--- config.mk ---
export PLATFORM = sky130hd
export DESIGN_NAME = load_store_unit
export DESIGN_NICKNAME = d
export VERILOG_FILES = /design/src/rtl/load_store_unit.sv
export SDC_FILE = /design/constraint.sdc
export NUM_CORES = 1
export LEC_CHECK = 0
export BUFFER_PORTS_ARGS = -buffer_cell sky130_fd_sc_hd__buf_2
export CORE_MARGIN = 5
export CORE_UTILIZATION = 51
export CTS_BUF_LIST = sky130_fd_sc_hd__clkbuf_16
export DETAILED_ROUTE_END_ITERATION = 8
export PLACE_DENSITY = 0.92
export SLEW_MARGIN = 10
export SYNTH_ARGS = -nofsm -noshare
export SYNTH_HDL_FRONTEND = slang
export SYNTH_SLANG_ARGS = --single-unit
--- constraint.sdc ---
create_clock -name clk -period 1.9 [get_ports clk]
set_input_delay 0.38 -clock clk [delete_from_list [all_inputs] [get_ports clk]]
set_output_delay 0.38 -clock clk [all_outputs]
set_load 0.05 [all_outputs]
--- src/rtl/load_store_unit.sv ---
// Multicycle RV32I load/store engine: one req/ack data-memory transaction per
// launch, store lane steering, load extract/extend and register-file write-back.
//
// Ports:
//   clk, rst (async, active-low)
//   start, is_store, funct3, addr, store_data, rd  : launch from control FSM
//   mem_req, mem_we, mem_addr, mem_wdata, mem_be   : data-memory request
//   mem_rdata, mem_ack                             : data-memory response
//   rf_we, rf_rd, rf_wdata                         : register-file write port
//   busy, done, fault                              : status to control FSM
module load_store_unit #(
    parameter int DATA_WIDTH = 32,
    parameter int ADDR_WIDTH = 32,
    parameter int WAIT_LIMIT = 255
) (
    input  logic                  clk,
    input  logic                  rst,
    input  logic                  start,
    input  logic                  is_store,
    input  logic [2:0]            funct3,
    input  logic [ADDR_WIDTH-1:0] addr,
    input  logic [DATA_WIDTH-1:0] store_data,
    input  logic [4:0]            rd,
    output logic                  mem_req,
    output logic                  mem_we,
    output logic [ADDR_WIDTH-1:0] mem_addr,
    output logic [DATA_WIDTH-1:0] mem_wdata,
    output logic [3:0]            mem_be,
    input  logic [DATA_WIDTH-1:0] mem_rdata,
    input  logic                  mem_ack,
    output logic                  rf_we,
    output logic [4:0]            rf_rd,
    output logic [DATA_WIDTH-1:0] rf_wdata,
    output logic                  busy,
    output logic                  done,
    output logic [1:0]            fault
);

    localparam logic [7:0] LIMIT = 8'(WAIT_LIMIT);

    typedef enum logic [2:0] {
        IDLE,
        ACCESS,
        WB,
        DONE,
        FAULT
    } state_t;

    state_t state_q, state_n;

    logic                  st_q;
    logic [2:0]            f3_q;
    logic [ADDR_WIDTH-1:0] addr_q;
    logic [DATA_WIDTH-1:0] wdata_q;
    logic [3:0]            be_q;
    logic [4:0]            rd_q;
    logic [7:0]            cnt_q;
    logic [DATA_WIDTH-1:0] ld_q;
    logic [1:0]            fcode_q;

    logic                  ok;
    logic [DATA_WIDTH-1:0] lane_wd;
    logic [3:0]            lane_be;
    logic [DATA_WIDTH-1:0] sh;
    logic [DATA_WIDTH-1:0] ext;

    // Launch check: legal width for the direction, natural alignment.
    always_comb begin
        ok = 1'b0;
        unique case (funct3)
            3'b000: ok = 1'b1;
            3'b001: ok = ~addr[0];
            3'b010: ok = (addr[1:0] == 2'b00);
            3'b100: ok = ~is_store;
            3'b101: ok = ~is_store & ~addr[0];
            default: ok = 1'b0;
        endcase
    end

    // Replicate the store datum across lanes; enables pick the real lane.
    always_comb begin
        lane_wd = store_data;
        lane_be = 4'b1111;
        if (is_store) begin
            unique case (funct3)
                3'b000: begin
                    lane_wd = {4{store_data[7:0]}};
                    lane_be = 4'b0001 << addr[1:0];
                end
                3'b001: begin
                    lane_wd = {2{store_data[15:0]}};
                    lane_be = 4'b0011 << addr[1:0];
                end
                default: begin
                    lane_wd = store_data;
                    lane_be = 4'b1111;
                end
            endcase
        end else begin
            lane_wd = '0;
        end
    end

    assign sh = mem_rdata >> {addr_q[1:0], 3'b000};

    always_comb begin
        ext = sh;
        unique case (f3_q)
            3'b000: ext = {{(DATA_WIDTH-8){sh[7]}}, sh[7:0]};
            3'b001: ext = {{(DATA_WIDTH-16){sh[15]}}, sh[15:0]};
            3'b100: ext = {{(DATA_WIDTH-8){1'b0}}, sh[7:0]};
            3'b101: ext = {{(DATA_WIDTH-16){1'b0}}, sh[15:0]};
            default: ext = mem_rdata;
        endcase
    end

    always_ff @(posedge clk or negedge rst) begin
        if (!rst) state_q <= IDLE;
        else      state_q <= state_n;
    end

    always_comb begin
        state_n = state_q;
        unique case (state_q)
            IDLE: begin
                if (start) state_n = ok ? ACCESS : FAULT;
            end
            ACCESS: begin
                if (mem_ack)             state_n = st_q ? DONE : WB;
                else if (cnt_q == LIMIT) state_n = FAULT;
            end
            default: state_n = IDLE;
        endcase
    end

    always_ff @(posedge clk or negedge rst) begin
        if (!rst) begin
            st_q    <= 1'b0;
            f3_q    <= '0;
            addr_q  <= '0;
            wdata_q <= '0;
            be_q    <= '0;
            rd_q    <= '0;
            cnt_q   <= '0;
            ld_q    <= '0;
            fcode_q <= '0;
        end else begin
            if (state_q == IDLE && start) begin
                st_q    <= is_store;
                f3_q    <= funct3;
                addr_q  <= addr;
                wdata_q <= lane_wd;
                be_q    <= lane_be;
                rd_q    <= rd;
            end
            if (state_q == ACCESS) begin
                if (mem_ack) ld_q  <= ext;
                else         cnt_q <= cnt_q + 8'd1;
            end else begin
                cnt_q <= '0;
            end
            if (state_n == FAULT)
                fcode_q <= (state_q == IDLE) ? 2'b01 : 2'b10;
        end
    end

    // Outputs decode only registered state, so reset clears them at once.
    always_comb begin
        mem_req   = (state_q == ACCESS);
        mem_we    = mem_req & st_q;
        mem_addr  = mem_req ? {addr_q[ADDR_WIDTH-1:2], 2'b00} : '0;
        mem_wdata = mem_req ? wdata_q : '0;
        mem_be    = mem_req ? be_q : '0;
        rf_we     = (state_q == WB);
        rf_rd     = rf_we ? rd_q : '0;
        rf_wdata  = rf_we ? ld_q : '0;
        busy      = (state_q != IDLE);
        done      = (state_q == WB) | (state_q == DONE) | (state_q == FAULT);
        fault     = (state_q == FAULT) ? fcode_q : 2'b00;
    end

endmodule

After elaboration in Yosys (flattened, before gate mapping)

Index checks and enable logic that the tools add are counted.

$add $sub $neg: 1
Equal/unequal tests: 14
Shift-type cells: 3
Mux-type cells: 21
Bitwise gates (word level): 6
Reductions and logical operators: 7

Operator list:

| cell                                                               | number |
|---|---|
| 32-bit two-way mux                                                 | 4 |
| 32-bit case mux with 4 select lines                                | 1 |
| 32-bit case mux with 2 select lines                                | 1 |
| 32-bit by 5-bit right shift with 16-bit output                     | 1 |
| 3-bit == test (second input constant)                              | 6 |
| 8-bit two-way mux                                                  | 2 |
| 3-bit two-way mux                                                  | 4 |
| 3-bit by 1-bit == test with 1-bit output (second input constant)   | 3 |
| 3-bit by 2-bit == test with 1-bit output (second input constant)   | 3 |
| 3-bit zero test                                                    | 3 |
| 8-bit by 1-bit adder with 8-bit output (second input constant)     | 1 |
| 8-bit == test (second input constant)                              | 1 |
| 4-bit two-way mux                                                  | 2 |
| 4-bit case mux with 2 select lines                                 | 1 |
| 3-bit case mux with 2 select lines                                 | 1 |
| 5-bit two-way mux                                                  | 1 |
| 1-bit case mux with 5 select lines                                 | 1 |
| 2-bit two-way mux                                                  | 2 |
| 1-bit by 2-bit << shifter with 4-bit output (first input constant) | 1 |
| 2-bit by 2-bit << shifter with 4-bit output (first input constant) | 1 |
| 3-bit nonzero test                                                 | 1 |
| 1-bit AND                                                          | 2 |
| 2-bit zero test                                                    | 1 |
| 2-bit inequality test (second input constant)                      | 1 |
| 5 further kinds                                                    | 7 |

Register bits after elaboration: 122
Bits of input ports: 109
Output and inout bits: 112
Word-level logic and storage cells: 62

Longest topological paths before layout

Gate-level depths: netlist of run 1.

Depth in word-level cells: 7
Gate-level depth with buffers: 7
Mapped depth without buffers: 5

Worst setup path after synthesis of run 1

No wires, ideal clock.

Kind: reg-to-output
From: register state_q[2]
To: output rf_wdata[22]
Arrival: 1.746 ns
Required time: 1.520 ns
Slack: -0.226 ns
Cell stages (with the launch flop): 5
Path buffers: 1
Cells stage by stage: dfrtp_1 -> nand2b_1 -> nor2_1 -> clkbuf_1 -> and2_1

Word-level cells in the longest chain between the ends: 2

RTL lines:

| item                                     | line | RTL |
|---|---|---|
| start: declaration                       | 49   | `state_t state_q, state_n;` |
| start signal: assignment                 | 119  | `else state_q <= state_n;` |
| 3-bit by 2-bit == test with 1-bit output | 174  | `rf_we = (state_q == WB);` |
| named net rf_we                          | 31   | `output logic rf_we,` |
| 32-bit two-way mux                       | 176  | `rf_wdata = rf_we ? ld_q : '0;` |
| end: declaration                         | 33   | `output logic [DATA_WIDTH-1:0] rf_wdata,` |

The timed path passes the listed nets, and every way through them passes these cells.

Worst setup path in the final report of run 1

From: register state_q[2]
To: output rf_wdata[28]

Word-level cells in the longest chain between the ends: 2

RTL lines:

| item                                     | line |
|---|---|
| 3-bit by 2-bit == test with 1-bit output | 174 |
| 32-bit two-way mux                       | 176 |

Every way passes these cells.

==> impl_metrics.py, run 1 <==
metrics = {
    "synth": {
        "synth_ff_type": "dfrtp_1",
        "synthArstFlopShare_pct": 100,
        "synth_xor_xnor_area_share_pct": 0.948,
        "synth_fa_ha_area_share_pct": 0.193,
        "syn_area_sq_mm": 0.00647,
        "synth_edf_count": 0,
        "syn_inst": 769,
        "synth_compound_area_share_pct": 8.77,
        "yosysWarnings": 0,
        "synthSimpleGateAreaFrac_pct": 34.5,
        "ys_seq_area_share_pct": 47.2,
        "synthMuxAreaShare_pct": 3.75,
        "syn_avg_cell_area_sq_um": 8.41,
        "yosysUniqueCellTypes": 47,
        "synth_top_family_by_area": "simple AND/OR/NAND/NOR gates",
        "synth_seq_cells": 122,
    },
    "critical_path": {
        "path_max_fanout": 9,
        "crit_chain": "nand2b_4 > nor2_4 > buf_12 > clkbuf_16 > and2_4 > buf_8",
        "worstSetupStartpointType": "register",
        "rr_startpoint": "state_q[1]",
        "path_buf_inv": 3,
        "r2r_slack_ps": 120,
        "crit_family": "simple AND/OR/NAND/NOR gates",
        "r2r_cells": 4,
        "end_kind": "primary output",
        "reg2reg_to": "ld_q[12]",
        "crit_arrival_ps": 1710,
        "crit_type": "register to primary output",
        "slowest_stage": "dfrtp_2",
        "slowest_delay_ps": 430,
        "cp.required_ps": 1520,
    },
    "floorplan": {
        "start_util_pct": 51.7,
        "core-area_sq_mm": 0.0125,
        "die_y_um": 123,
        "num_rows": 41,
        "ios": 221,
        "fp.dieW_um": 123,
        "die_area_sq_mm": 0.0150,
    },
    "timing": {
        "fmax_mhz": 479,
        "layout_setup_ws_ps": -188,
        "period_needed_ps": 2090,
        "skew_ps": 10.0,
        "tns_ps": -16900,
        "slew_violations": 0,
        "relSlewSlack_pct": 51.1,
        "finalSetupViolations": 109,
        "grt_setup_unrepaired": "true",
        "period_share_pct": 110,
        "tightest_slew_ps": 733,
        "timing.hold.ws_ps": -7.39,
        "hold_viol_final": 2,
    },
    "global_route": {
        "top_usage_layer": "met2",
        "grt_use_met2_pct": 46.7,
        "grt_first_pass_wirelength_um": 33600,
        "grt_max_degree": 123,
        "use_met1_pct": 34.3,
        "use_met3_pct": 9.03,
        "antenna_found_initial": 3,
        "grt_pass1_vias": 6660,
        "grt-ovfl-total": 0,
        "groute.usage.overall_pct": 28.7,
    },
    "worst_hold_path": {
        "min_path_type": "input port to asynchronous set/reset pin",
    },
    "job": {
        "max_cap_viol_count": 0,
    },
    "place": {
        "dp_hpwl_um": 13500,
        "gp_congestion": 0.902,
        "io_buffer_count": 218,
        "placed_area_sq_mm": 0.00788,
        "dp_cells": 1126,
    },
    "power": {
        "internal_power_uw": 7530,
        "netSwitchingFraction_pct": 41.3,
        "clkPwrFrac_pct": 22.5,
        "p_sw_uw": 5290,
        "p_seq_share_pct": 34.3,
        "fin_total_pwr_uw": 12800,
        "combinationalPowerShare_pct": 43.2,
        "leakagePower_uw": 0.00494,
        "powerDensity_mw_per_mm2": 1340,
        "ir_drop_uv": 887,
    },
    "finish": {
        "nets": 1092,
        "drive_gt1_share_pct": 39.8,
        "area_delta_synth_final_pct": 48.4,
        "final_cell_count_no_fill": 1167,
        "postLayoutCellArea_sq_mm": 0.00960,
        "n_fill_cell": 749,
        "multi_input_area_sq_mm": 0.00334,
        "seq_area_sq_mm": 0.00306,
    },
    "drt": {
        "via_per_inst": 5.80,
        "drt_iter0_drc": 876,
        "antenna_left": 0,
        "routed_wl_um": 22800,
        "drc": 0,
        "via_count": 6767,
        "wire_per_inst_um": 19.6,
        "drt_first_pass_iters": 6,
    },
    "clocking": {
        "cts_tree": "done",
        "cts_htree_levels": 4,
        "cts_max_path_buffers": 2,
        "cts-buffers-inserted": 17,
        "holdBufCountCts": 0,
        "cts_root_buffer": "clkbuf_16",
        "cts.sinks": 122,
        "path_clk_slew_ps": 50,
        "insertion_delay_ps": 420,
    },
    "run_status": {
        "status": "complete, but fails checks",
        "violations": "hold timing, setup timing",
    },
}
==> metal layers <==
layer | vias to the layer above | routed length (um)
met2 | 489 | 11300
met3 | 94 | 2410
met4 | 2 | 979
li1 | 2977 | -
met5 | - | 13
met1 | 3205 | 8090
==> cell usage in the layout, fill, tap and decap left out, types with 19 or more instances in the layout <==
cell,count
nand3_1,32
and3_1,28
buf_2,108
nor2_1,47
and2_4,37
and3_2,26
buf_8,53
nand2_1,214
buf_4,31
o21ai_0,30
buf_6,55
clkbuf_16,19
dfrtp_1,119
==> power by group through the flow <==
stage	combinational [uW]	sequential, uW	clock (uW)
final	5540	4400	2880
after global routing	5940	4500	3020
after CTS	5130	4290	2880
after detailed placement	4610	4280	0
after global placement	4460	4270	0
after floorplan	3490	3980	0
==> through the flow <==
| step | hold WS [ps] | utilization (%) | setup slack (ps) |
|---|---|---|---|
| 5_1_grt | 98.2 | 76.7 | -252 |
| 3_5_place_dp | 454 | 63.0 | 96.3 |
| 3_3_place_gp | 443 | 63.0 | 145 |
| 6_report | -7.39 | 76.7 | -188 |
| 2_1_floorplan | 84.4 | - | 0.136 |
| 4_1_cts | 91.6 | 73.1 | -176 |
==> how the worst max path moves through the flow <==
stage | to | depth (start not counted) | startpoint | slack (ps)
after floorplan | rf_wdata[10] | 5 | state_q[2] | 0.1
after global placement | rf_wdata[9] | 5 | state_q[2] | 140
after detailed placement | rf_wdata[31] | 5 | state_q[2] | 100
after CTS | mem_addr[7] | 5 | state_q[1] | -180
after global routing | mem_wdata[24] | 5 | state_q[1] | -250
final | rf_wdata[28] | 6 | state_q[2] | -190
==> cells by family (layout without fill, tap and decap cells) <==
kind of cell | count (synthesis) | count (layout)
xor gates and xnor gates | 7 | 7
and+or+nand+nor | 458 | 458
muxes | 22 | 22
adders and majority gates | 1 | 1
other | 1 | 4
buffers and inverters | 70 | 293
AOI/OAI and AO/OA | 88 | 88
DFF | 122 | 122
==> what timing repair did <==
action                     in CTS  in global routing
setup endpoints to repair     110                110
setup buffers                   2                  4
gates cloned                    1                  2
pin swaps                       2                 13
gates resized for setup       227                104
==> synth_stat cells (all sizes together) (5+ instances only) <==
master | instances | area share (%)
xor2 | 6 | 0.81
and3 | 67 | 6.5
buf | 23 | 1.9
nor3b | 10 | 1.2
nand2b | 9 | 0.87
o21ai | 36 | 3.0
o31ai | 16 | 1.9
a211oi | 8 | 1.1
dfrtp | 122 | 47
a22o | 8 | 1.1
nor2 | 49 | 2.8
nand3 | 42 | 4.0
a21oi | 15 | 1.2
nand2 | 216 | 13
nor2b | 5 | 0.60
mux2 | 8 | 1.4
and2 | 46 | 4.5
clkbuf | 43 | 2.5
mux2i | 13 | 2.0
==> registers in the layout (all words and copies together) (netlist names) <==
register / cells
wdata_q: 32
ld_q: 32
st_q: 1
addr_q: 32
be_q: 4
f3_q: 3
fcode_q: 2
rd_q: 5
cnt_q: 8
state_q: 3
==> layout make-up <==
| cell class | count | share of cell area (%) |
|---|---|---|
| multi-input combinational | 578 | 34.8 |
| sequential | 122 | 31.9 |
| timing repair buffer | 259 | 25.5 |
| clock buffer | 17 | 4.43 |
| tap | 172 | 2.24 |
| clock inverter | 13 | 0.939 |
| inverter | 4 | 0.156 |
| antenna | 2 | 0.0522 |
Note: power is estimated with default switching activity, not from simulation.
==> run 2: changes to the inputs <==
BUFFER_PORTS_ARGS = -buffer_cell sky130_fd_sc_hd__buf_4   (was -buffer_cell sky130_fd_sc_hd__buf_2)
==> impl_metrics.py, run 2 (synthesis results as in run 1) <==
metrics = {
    "timing": {
        "layout_setup_ws_ps": -248,
        "finalSetupViolations": 119,
        "tightest_slew_ps": 645,
        "relSlewSlack_pct": 56.6,
        "grt_setup_unrepaired": "true",
        "hold_viol_final": 0,
        "tns_ps": -19600,
        "skew_ps": 9.67,
        "slew_violations": 0,
        "period_needed_ps": 2150,
        "fmax_mhz": 466,
        "period_share_pct": 113,
    },
    "drt": {
        "drt_first_pass_iters": 6,
        "drc": 0,
        "routed_wl_um": 26500,
        "antenna_left": 0,
        "via_per_inst": 6.14,
        "wire_per_inst_um": 22.6,
        "via_count": 7207,
        "drt_iter0_drc": 990,
    },
    "global_route": {
        "grt_max_degree": 69,
        "grt_use_met2_pct": 55.4,
        "use_met3_pct": 10.3,
        "use_met1_pct": 40.5,
        "grt_pass1_vias": 7082,
        "grt-ovfl-total": 0,
        "groute.usage.overall_pct": 33.5,
        "grt_first_pass_wirelength_um": 38600,
        "top_usage_layer": "met2",
        "antenna_found_initial": 0,
    },
    "power": {
        "ir_drop_uv": 1020,
        "powerDensity_mw_per_mm2": 1350,
        "leakagePower_uw": 0.00510,
    },
    "critical_path": {
        "worstSetupStartpointType": "register",
        "path_buf_inv": 3,
        "end_kind": "primary output",
        "slowest_stage": "dfrtp_2",
        "crit_type": "register to primary output",
        "cp.required_ps": 1520,
        "r2r_cells": 6,
        "reg2reg_to": "ld_q[13]",
        "crit_chain": "nor2_4 > buf_12 > buf_16 > and3_1 > buf_6",
        "rr_startpoint": "state_q[1]",
        "r2r_slack_ps": -110,
        "crit_family": "buffers and inverters",
        "crit_arrival_ps": 1770,
        "slowest_delay_ps": 440,
        "path_max_fanout": 17,
    },
    "worst_hold_path": {
        "min_path_type": "input port to register",
        "min-delay-start": "addr[13]",
        "holdPathStages": 3,
        "hold_end": "addr_q[13]",
    },
    "finish": {
        "final_cell_count_no_fill": 1173,
        "drive_gt1_share_pct": 41.3,
        "area_delta_synth_final_pct": 58.8,
        "final_util_pct": 82.0,
        "n_fill_cell": 657,
        "final_common_cell": "nand2_1",
        "reg_top3": "addr_q x32, ld_q x32, wdata_q x32",
        "nets": 1098,
        "antenna_cells": 0,
        "final_cell_mix": "nand2_1, buf_4, dfrtp_1, buf_8, nor2_1",
    },
    "floorplan": {
        "core-area_sq_mm": 0.0125,
        "die_area_sq_mm": 0.0150,
        "ios": 221,
        "num_rows": 41,
        "die_y_um": 123,
        "start_util_pct": 51.7,
        "fp.dieW_um": 123,
    },
    "clocking": {
        "cts-buffers-inserted": 17,
        "cts_max_path_buffers": 2,
        "path_clk_slew_ps": 60,
        "cts.sinks": 122,
        "cts_root_buffer": "clkbuf_16",
        "cts_tree": "done",
        "cts_htree_levels": 4,
        "insertion_delay_ps": 430,
    },
    "place": {
        "dp_slack_ps": 67.1,
        "gp_congestion": 0.882,
        "dp_hpwl_um": 14200,
        "io_buffer_count": 218,
        "dp_cells": 1123,
    },
    "job": {
        "max_cap_viol_count": 0,
    },
    "run_status": {
        "violations": "setup timing",
        "status": "complete, but fails checks",
    },
}
==> run 2: worst max-delay path by stage <==
| stage | startpoint | endpoint | depth (start not counted) |
|---|---|---|---|
| global route | state_q[2] | mem_addr[27] | 5 |
| finish | state_q[2] | mem_addr[27] | 5 |
| detailed placement | mem_ack | ld_q[14] | 5 |
| CTS | state_q[2] | rf_rd[3] | 6 |
| global placement | mem_ack | ld_q[6] | 5 |
| floorplan | state_q[2] | rf_wdata[10] | 5 |
==> run 2: area by class of cell <==
cell class | count | area (sq um) | share of cell area (%)
Clock buffer | 17 | 425 | 4.14
Clock inverter | 15 | 140 | 1.36
Inverter | 4 | 20.0 | 0.195
Multi-Input combinational cell | 578 | 3470 | 33.8
Sequential cell | 122 | 3060 | 29.8
Tap cell | 172 | 215 | 2.10
Timing Repair Buffer | 265 | 2940 | 28.6
==> run 2: metal layers <==
metal | share of wire (%) | vias to the layer above | wire [um]
li1 | - | 2997 | -
met1 | 34 | 3425 | 8940
met3 | 12 | 165 | 3060
met5 | 0 | - | 0
met2 | 49 | 620 | 12900
met4 | 6.0 | 0 | 1600
==> run 2: timing repair <==
| action | in CTS | in global routing |
|---|---|---|
| hold buffers | 1 | 0 |
| gates resized for setup | 202 | 77 |
| pin swaps | 13 | 17 |
| buffers inserted | 5 | 3 |
| gates cloned | 7 | 3 |
| endpoints found under the hold margin | 30 | 0 |
| setup endpoints to repair | 110 | 143 |
==> run 2: power by group <==
part / total, uW / internal, uW / switching (uW)
registers: 4450 / 3620 / 832
logic: 6230 / 2510 / 3710
clock network: 3220 / 2010 / 1210
==> run 2: worst register-to-register path, stage by stage (launching register included) <==
cell and delay (ps):
dfrtp_2 450, buf_4 170, nand4bb_1 460, buf_4 340, a211oi_4 210, buf_4 180
a211oi_1 80
==> run 2: stage by stage <==
step                      power (uW)  area (sq um)  hold slack [ps]
final                          13900         10300              143
after floorplan                 7470          6510             84.4
after CTS                      13100          9900              140
after global routing           14500         10300              146
after detailed placement        9160          8440              368
after global placement          8980          8440              373
==> run 3: changes to the inputs <==
clock period = 2.1 ns   (was 1.9 ns; I/O delays follow)
==> impl_metrics.py, run 3 (synthesis results as in run 1) <==
metrics = {
    "floorplan": {
        "start_util_pct": 51.7,
        "die_area_sq_mm": 0.0150,
        "num_rows": 41,
        "ios": 221,
        "fp.dieW_um": 123,
        "core-area_sq_mm": 0.0125,
        "die_y_um": 123,
    },
    "finish": {
        "area_delta_synth_final_pct": 54.7,
        "reg_top3": "addr_q x32, ld_q x32, wdata_q x32",
        "nets": 1088,
        "final_cell_count_no_fill": 1163,
        "drive_gt1_share_pct": 37.9,
        "final_common_cell": "nand2_1",
        "antenna_cells": 0,
        "final_cell_mix": "nand2_1, buf_4, dfrtp_1, buf_8, buf_6",
        "n_fill_cell": 725,
    },
    "clocking": {
        "path_clk_slew_ps": 60,
        "cts.sinks": 122,
        "cts_tree": "done",
        "insertion_delay_ps": 420,
        "cts-buffers-inserted": 17,
        "cts_htree_levels": 4,
        "cts_max_path_buffers": 2,
        "cts_root_buffer": "clkbuf_16",
    },
    "global_route": {
        "grt_first_pass_wirelength_um": 34200,
        "groute.usage.overall_pct": 29.6,
        "grt_pass1_vias": 6638,
        "antenna_found_initial": 0,
        "grt-ovfl-total": 0,
        "grt_max_degree": 69,
    },
    "worst_hold_path": {
        "hold_end": "addr_q[19]",
        "holdPathStages": 3,
        "min-delay-start": "addr[19]",
        "min_path_type": "input port to register",
    },
    "run_status": {
        "status": "complete, but fails checks",
        "violations": "setup timing",
    },
    "critical_path": {
        "path_max_fanout": 9,
        "worstSetupStartpointType": "register",
        "crit_type": "register to primary output",
        "r2r_slack_ps": 70,
        "rr_startpoint": "state_q[2]",
        "crit_arrival_ps": 1750,
        "end_kind": "primary output",
        "cp.required_ps": 1680,
        "r2r_cells": 4,
        "reg2reg_to": "ld_q[6]",
    },
    "timing": {
        "slew_violations": 0,
        "fmax_mhz": 460,
        "relSlewSlack_pct": 62.4,
        "tns_ps": -1900,
        "skew_ps": 8.45,
        "period_needed_ps": 2170,
        "layout_setup_ws_ps": -73.8,
        "grt_setup_unrepaired": "true",
        "hold_viol_final": 0,
        "tightest_slew_ps": 561,
        "finalSetupViolations": 63,
        "period_share_pct": 104,
    },
    "place": {
        "io_buffer_count": 218,
        "dp_slack_ps": 267,
        "dp_hpwl_um": 14200,
        "gp_congestion": 0.891,
        "dp_cells": 1116,
    },
    "drt": {
        "via_per_inst": 5.99,
        "antenna_left": 0,
        "via_count": 6968,
        "drt_iter0_drc": 882,
        "drt_first_pass_iters": 7,
        "drc": 0,
        "routed_wl_um": 25600,
        "wire_per_inst_um": 22.0,
    },
    "power": {
        "fin_total_pwr_uw": 12000,
        "leakagePower_uw": 0.00500,
        "ir_drop_uv": 868,
        "powerDensity_mw_per_mm2": 1200,
    },
    "job": {
        "max_cap_viol_count": 0,
    },
}
-- run 3: repair_timing --
action                                 in CTS  in global routing
gates cloned                                4                  6
pin swaps                                   2                  6
hold buffers                                1                  0
gates resized for setup                    89                155
endpoints found under the hold margin      33                  0
setup endpoints to repair                  87                110
setup buffers                               4                  1
-- run 3: layer usage --
metal	track usage (%)	part of all wire [%]
met5	0	0
met4	13.9	6.2
met3	11.5	12
met2	47.3	48
met1	35.1	34
-- run 3: worst max path at each step --
stage	from	end	slack, ps	depth (start not counted)
after global routing	state_q[2]	mem_addr[17]	-110	5
after global placement	mem_rdata[23]	ld_q[9]	310	5
after floorplan	state_q[1]	mem_be[0]	130	4
after detailed placement	mem_rdata[31]	ld_q[9]	270	5
final	state_q[2]	mem_addr[17]	-70	5
after CTS	state_q[2]	rf_wdata[18]	-60	6
-- run 3: area by class of cell --
class,instances,area [sq um],area share [%]
Clock buffer,17,425,4.25
Clock inverter,15,68.8,0.688
Inverter,4,15.0,0.150
Multi-Input combinational cell,578,3420,34.2
Sequential cell,122,3060,30.6
Tap cell,172,215,2.15
Timing Repair Buffer,255,2800,28.0
-- run 3: worst max-delay path: stages, from the launching register on --
cell and delay, ps:
dfrtp_2 440, nor2_4 130, buf_12 180, clkbuf_16 190
and3_1 210, buf_6 170
-- run 3: through the flow --
stage	cell area (sq um)	util, %	hold WS [ps]
final	10000	79.9	189
after global routing	10000	79.9	180
after CTS	9270	74.1	175
after detailed placement	8300	66.3	420
after global placement	8300	66.3	420
after floorplan	6470	-	124
-- run 3: report_power, final --
part           leakage [uW]  internal [uW]  switching [uW]
combinational       0.00322           2200            3290
sequential          0.00153           3270             720
clock              0.000247           1450            1060
